<file path="config.mk">
export PLATFORM = sky130hd
export DESIGN_NAME = if_stage_pc
export DESIGN_NICKNAME = d
export VERILOG_FILES = /design/src/rtl/if_stage_pc.sv
export SDC_FILE = /design/constraint.sdc
export NUM_CORES = 1
export LEC_CHECK = 0
export ABC_AREA = 1
export ABC_CLOCK_PERIOD_IN_PS = 2300
export CELL_PAD_IN_SITES_DETAIL_PLACEMENT = 0
export CELL_PAD_IN_SITES_GLOBAL_PLACEMENT = 1
export CORE_MARGIN = 4
export CORE_UTILIZATION = 37
export CTS_CLUSTER_DIAMETER = 120
export DETAILED_ROUTE_END_ITERATION = 16
export PLACE_DENSITY_LB_ADDON = 0.1
export SYNTH_ARGS = -nofsm -noshare
export SYNTH_HDL_FRONTEND = slang
export SYNTH_SLANG_ARGS = --single-unit
</file>
<file path="constraint.sdc">
create_clock -name clk -period 2.3 [get_ports clk]
set_input_delay 0.46 -clock clk [delete_from_list [all_inputs] [get_ports clk]]
set_output_delay 0.46 -clock clk [all_outputs]
set_load 0.02 [all_outputs]
</file>
<file path="src/rtl/if_stage_pc.sv">
// Fetch-stage program counter and IF/ID pipeline register.
// Selects redirect/hold/increment PC and captures the fetched instruction.
module if_stage_pc #(
    parameter logic [63:0] RESET_PC  = 64'h0,
    parameter logic [31:0] NOP_INSTR = 32'hD503201F,
    parameter int          CNT_W     = 16
) (
    input  logic             clk,
    input  logic             reset,
    input  logic [63:0]      calcBranch,
    input  logic             PCSrc,
    input  logic             IF_ID_flush,
    input  logic             stall_IF,
    input  logic [31:0]      instr_IF,
    output logic [63:0]      instrAddr,
    output logic [31:0]      instr_ID,
    output logic [63:0]      currPC_reg_ID,
    output logic             valid_ID,
    output logic             misalignFault,
    output logic [CNT_W-1:0] redirectCount
);

    typedef enum logic {
        BOOT,
        RUN
    } state_t;

    state_t             state;
    state_t             state_nxt;
    logic [63:0]        pc_nxt;
    logic [31:0]        instr_nxt;
    logic [63:0]        cpc_nxt;
    logic               valid_nxt;
    logic               fault_nxt;
    logic [CNT_W-1:0]   cnt_nxt;

    always_ff @(posedge clk or negedge reset) begin
        if (!reset) begin
            state         <= BOOT;
            instrAddr     <= RESET_PC;
            instr_ID      <= NOP_INSTR;
            currPC_reg_ID <= 64'h0;
            valid_ID      <= 1'b0;
            misalignFault <= 1'b0;
            redirectCount <= '0;
        end else begin
            state         <= state_nxt;
            instrAddr     <= pc_nxt;
            instr_ID      <= instr_nxt;
            currPC_reg_ID <= cpc_nxt;
            valid_ID      <= valid_nxt;
            misalignFault <= fault_nxt;
            redirectCount <= cnt_nxt;
        end
    end

    always_comb begin
        state_nxt = state;
        pc_nxt    = instrAddr;
        instr_nxt = instr_ID;
        cpc_nxt   = currPC_reg_ID;
        valid_nxt = valid_ID;
        fault_nxt = misalignFault;
        cnt_nxt   = redirectCount;
        unique case (state)
            BOOT: begin
                state_nxt = RUN;
                instr_nxt = NOP_INSTR;
                valid_nxt = 1'b0;
            end
            RUN: begin
                // The branch in EX is older than the stalled fetch, so it wins.
                if (PCSrc) begin
                    pc_nxt = {calcBranch[63:2], 2'b00};
                    if (calcBranch[1:0] != 2'b00)
                        fault_nxt = 1'b1;
                    if (~&redirectCount)
                        cnt_nxt = redirectCount + CNT_W'(1);
                end else if (!stall_IF) begin
                    pc_nxt = instrAddr + 64'd4;
                end

                if (IF_ID_flush) begin
                    instr_nxt = NOP_INSTR;
                    valid_nxt = 1'b0;
                end else if (!stall_IF) begin
                    instr_nxt = instr_IF;
                    cpc_nxt   = instrAddr;
                    valid_nxt = 1'b1;
                end
            end
            default: state_nxt = BOOT;
        endcase
    end

endmodule

</file>
==> metrics.md <==
| Metric | Value |
|---|---|
| Setup TNS | 0 ns |
| RR Endpoint | redirectCount[0] |
| CP delay by family, top | buffers and inverters |
| Vias/cell | 5.01 |
| Hold Buf Count CTS | 1 |
| Starting DRC count in detailed routing | 750 |
| Distinct cell type count after synthesis | 37 |
| Via count | 10000 |
| Final hold vios | 0 |
| Crit-path slowest cell | clkdlybuf4s50_1 |
| Clock transition at path regs | 0.08 ns |
| FP Rows | 59 |
| Placement Cell Area | 13100 um2 |
| Main synth FF type | dfrtp_1 |
| CP Data Required Time | 1.84 ns |
| Number of global-route vias before repair | 9810 |
| DRC Markers | 0 |
| Fillers | 2556 |
| Period Utilization, post-route | 0.944 |
| ANT cells | 0 |
| Pin count of the biggest net entering global routing | 74 |
| Min-Delay Path Depth | 2 |
| WS Path Type | reg -> out |
| Grt ovf | 0 |
| Post-synth EDFFs | 0 |
| Cell Chain, Critical Path | buf_4 -> clkdlybuf4s50_1 |
| Area Overhead vs Synth | 39.7% |
| Maxcap violations | 0 |
| #FFs+latches synth | 175 |
| CTS resizes | 0 |
| Clock Power Share | 0.279 |
| Clock skew | 0.0151 ns |
| Clock tree buffer depth | 2 |
| Hold Path Class | reg -> reg |
| DR WL/cell | 18.5 um |
| R2R depth | 8 |
| Post-DP HPWL | 28.7 mm |
| Cell taking the most area after synthesis | dfrtp_1 |
| Avg Inst Size Synth | 7.15 um2 |
| Core Area | 26100 um2 |
| Post-CTS Setup Repair Bufs | 0 |
| Root buf cell | clkbuf_16 |
| Seq pwr share | 0.385 |
| Post-Syn Area | 9830 um2 |
| GRT Overall Usage | 0.251 |
| Worst R2R Setup Slack | 0.30 ns |
| IO Port Bufs | 274 |
| Worst-Margin Slew | 0.555 ns |
| VDD IR max | 0.000533 V |
| Syn. warnings | 0 |
| RSZ-0062 raised after global routing | false |
| Die area | 29200 um2 |
| Die Y | 171 um |
| Die width | 171 um |
| Post-layout minimum cycle time | 2.17 ns |
| Clk_lat worst skew | 0.44 ns |
| Final hold slack | 0.481 ns |
| Slew HR | 0.629 |
| Final #Nets | 1754 |
| Clock sinks | 175 |
| Worst Path Buf+Inv | 2 |
| Pre-Repair DR Iteration Count | 5 |
| GP Congestion | 0.961 |
| FMAX | 460 MHz |
| Status | finished clean |
| Pint | 6.79 mW |
| Mapped Cells | 1374 |
| Starting Density | 0.377 |
| Num ports | 279 |
| Final wirelength | 36.9 mm |
| Crit end category | primary output |
| Sequential area share after synthesis | 0.447 |
| Origin of the worst min-delay path | currPC_reg_ID[24] |
| Initial antenna violation count | 0 |
| Layout cells sized above 1 | 0.0847 |
| Asr flop ratio synth | 1.00 |
| Switch share | 0.382 |
| PwrDens | 801 nW/um2 |
| Arr. time, crit path | 1.71 ns |
| Logic pwr share | 0.336 |
| H-tree lvl count | 4 |
| Worst r2r src | redirectCount[0] |
| Hold path endpoint | currPC_reg_ID[24] |
| Critical Path Max Stage Delay | 0.62 ns |
| First-pass GRT wire length | 56.9 mm |
| CTS tree | yes |
| Leak Pwr | 6.38 nW |
| Post-Layout Inst Area | 13700 um2 |
| Routed Antenna Nets | 0 |
| Share of the synthesized area in the top cell type | 0.413 |
| Crit path max fanout | 4 |
| Pwr Total | 11.0 mW |
| Main area contributors after synthesis | dfrtp_1 (41%), nand2_1 (17%), nor2_1 (7.6%), inv_1 (5.3%), nand3_1 (4.3%) |
| Max Slew Vio Count | 0 |
| Cts bufs inserted | 17 |
| Psw | 4.20 mW |
| Startpoint class of the critical path | flip-flop |
| Final Setup Violations | 0 |
-- layer usage --
| metal | vias to the layer above | track usage | wire, um |
|---|---|---|---|
| met3 | 40 | 0.0446 | 2530 |
| li1 | 4902 | - | - |
| met1 | 4710 | 0.350 | 16900 |
| met4 | 0 | 0.0779 | 831 |
| met2 | 363 | 0.401 | 16700 |
| met5 | - | 0 | 0 |
-- cell usage in the layout, fill, tap and decap left out, types with 6 or more instances in the layout --
master / instances
a21oi_1: 21
a22o_1: 19
a22oi_1: 6
buf_12: 9
buf_4: 21
clkbuf_16: 17
clkdlybuf4s50_1: 273
dfrtp_1: 162
dfstp_2: 13
inv_1: 139
inv_2: 10
nand2_1: 434
nand2_2: 16
nand3_1: 85
nand4_1: 15
nor2_1: 198
nor2_2: 17
nor2_4: 10
nor3_1: 9
o21ai_0: 74
o21ai_1: 40
o22a_1: 13
xor2_1: 17
-- area by class of cell --
class                      count  area [um2]  area share
multi-input combinational   1002        4650       0.339
sequential                   175        4400       0.320
timing repair buffer         305        3090       0.225
inverter                     150         564      0.0411
clock buffer                  18         439      0.0320
tap                          335         419      0.0305
clock inverter                14         166      0.0121
-- worst max path at each step --
stage	from	endpoint	slack [ns]	depth (start not counted)
2_1_floorplan	instrAddr[3]	instrAddr[40]	0.57	12
3_3_place_gp	stall_IF	instrAddr[60]	0.27	7
6_report	instrAddr[21]	instrAddr[21]	0.13	2
4_1_cts	instrAddr[21]	instrAddr[21]	0.12	2
5_1_grt	redirectCount[0]	redirectCount[0]	0.07	8
3_5_place_dp	stall_IF	instrAddr[8]	0.28	8
-- flip-flops by register name, summed over array words and instances, names as in the netlist --
register / count
misalignFault: 1
currPC_reg_ID: 62
state: 1
instr_ID: 32
redirectCount: 16
valid_ID: 1
instrAddr: 62
-- worst register-to-register path: cells and delay by family, from the launching register on --
| family | cells | cell delay [ns] |
|---|---|---|
| and+or+nand+nor | 5 | 0.88 |
| DFF | 1 | 0.45 |
| buffers and inverters | 1 | 0.21 |
| adders and majority gates | 1 | 0.20 |
| xor gates and xnor gates | 1 | 0.14 |
-- synthesized netlist by cell type (4+ instances only) --
| cell | number |
|---|---|
| inv_1 | 140 |
| a21oi_1 | 21 |
| o21ai_0 | 74 |
| nor2_4 | 10 |
| a22oi_1 | 6 |
| nor2_2 | 17 |
| nand2_2 | 16 |
| nor2_1 | 198 |
| dfrtp_1 | 162 |
| buf_1 | 5 |
| buf_4 | 4 |
| a22o_1 | 19 |
| dfstp_2 | 13 |
| nand3_1 | 85 |
| nor3_1 | 9 |
| clkbuf_1 | 25 |
| xor2_1 | 17 |
| nand4_1 | 15 |
| o21ai_1 | 40 |
| buf_2 | 15 |
| nand2_1 | 434 |
| o22a_1 | 13 |
| inv_2 | 10 |
-- through the flow --
step / utilization / std cells / setup WS (ns)
floorplan: - / 1377 / 0.571
global placement: 0.503 / 1966 / 0.272
detailed placement: 0.503 / 1966 / 0.280
CTS: 0.527 / 1999 / 0.121
global route: 0.527 / 1999 / 0.0739
finish: 0.527 / 1999 / 0.128
-- power groups by stage --
stage,Clock [mW],Combinational (mW),Sequential (mW)
6_report,3.06,3.69,4.23
5_1_grt,3.26,4.02,4.32
4_1_cts,3.12,3.73,4.23
3_5_place_dp,0,3.71,4.28
3_3_place_gp,0,3.69,4.28
2_1_floorplan,0,1.21,4.79
-- cells by family after synthesis --
family | after synthesis | share of synthesized area
AOI/OAI and AO/OA | 181 | 0.108
xor gates and xnor gates | 19 | 0.0169
adders and majority gates | 2 | 0.00255
buffers and inverters | 200 | 0.0806
DFF | 175 | 0.447
other | 2 | 0.000764
and+or+nand+nor | 795 | 0.344
Power figures use the tool's default switching activity.
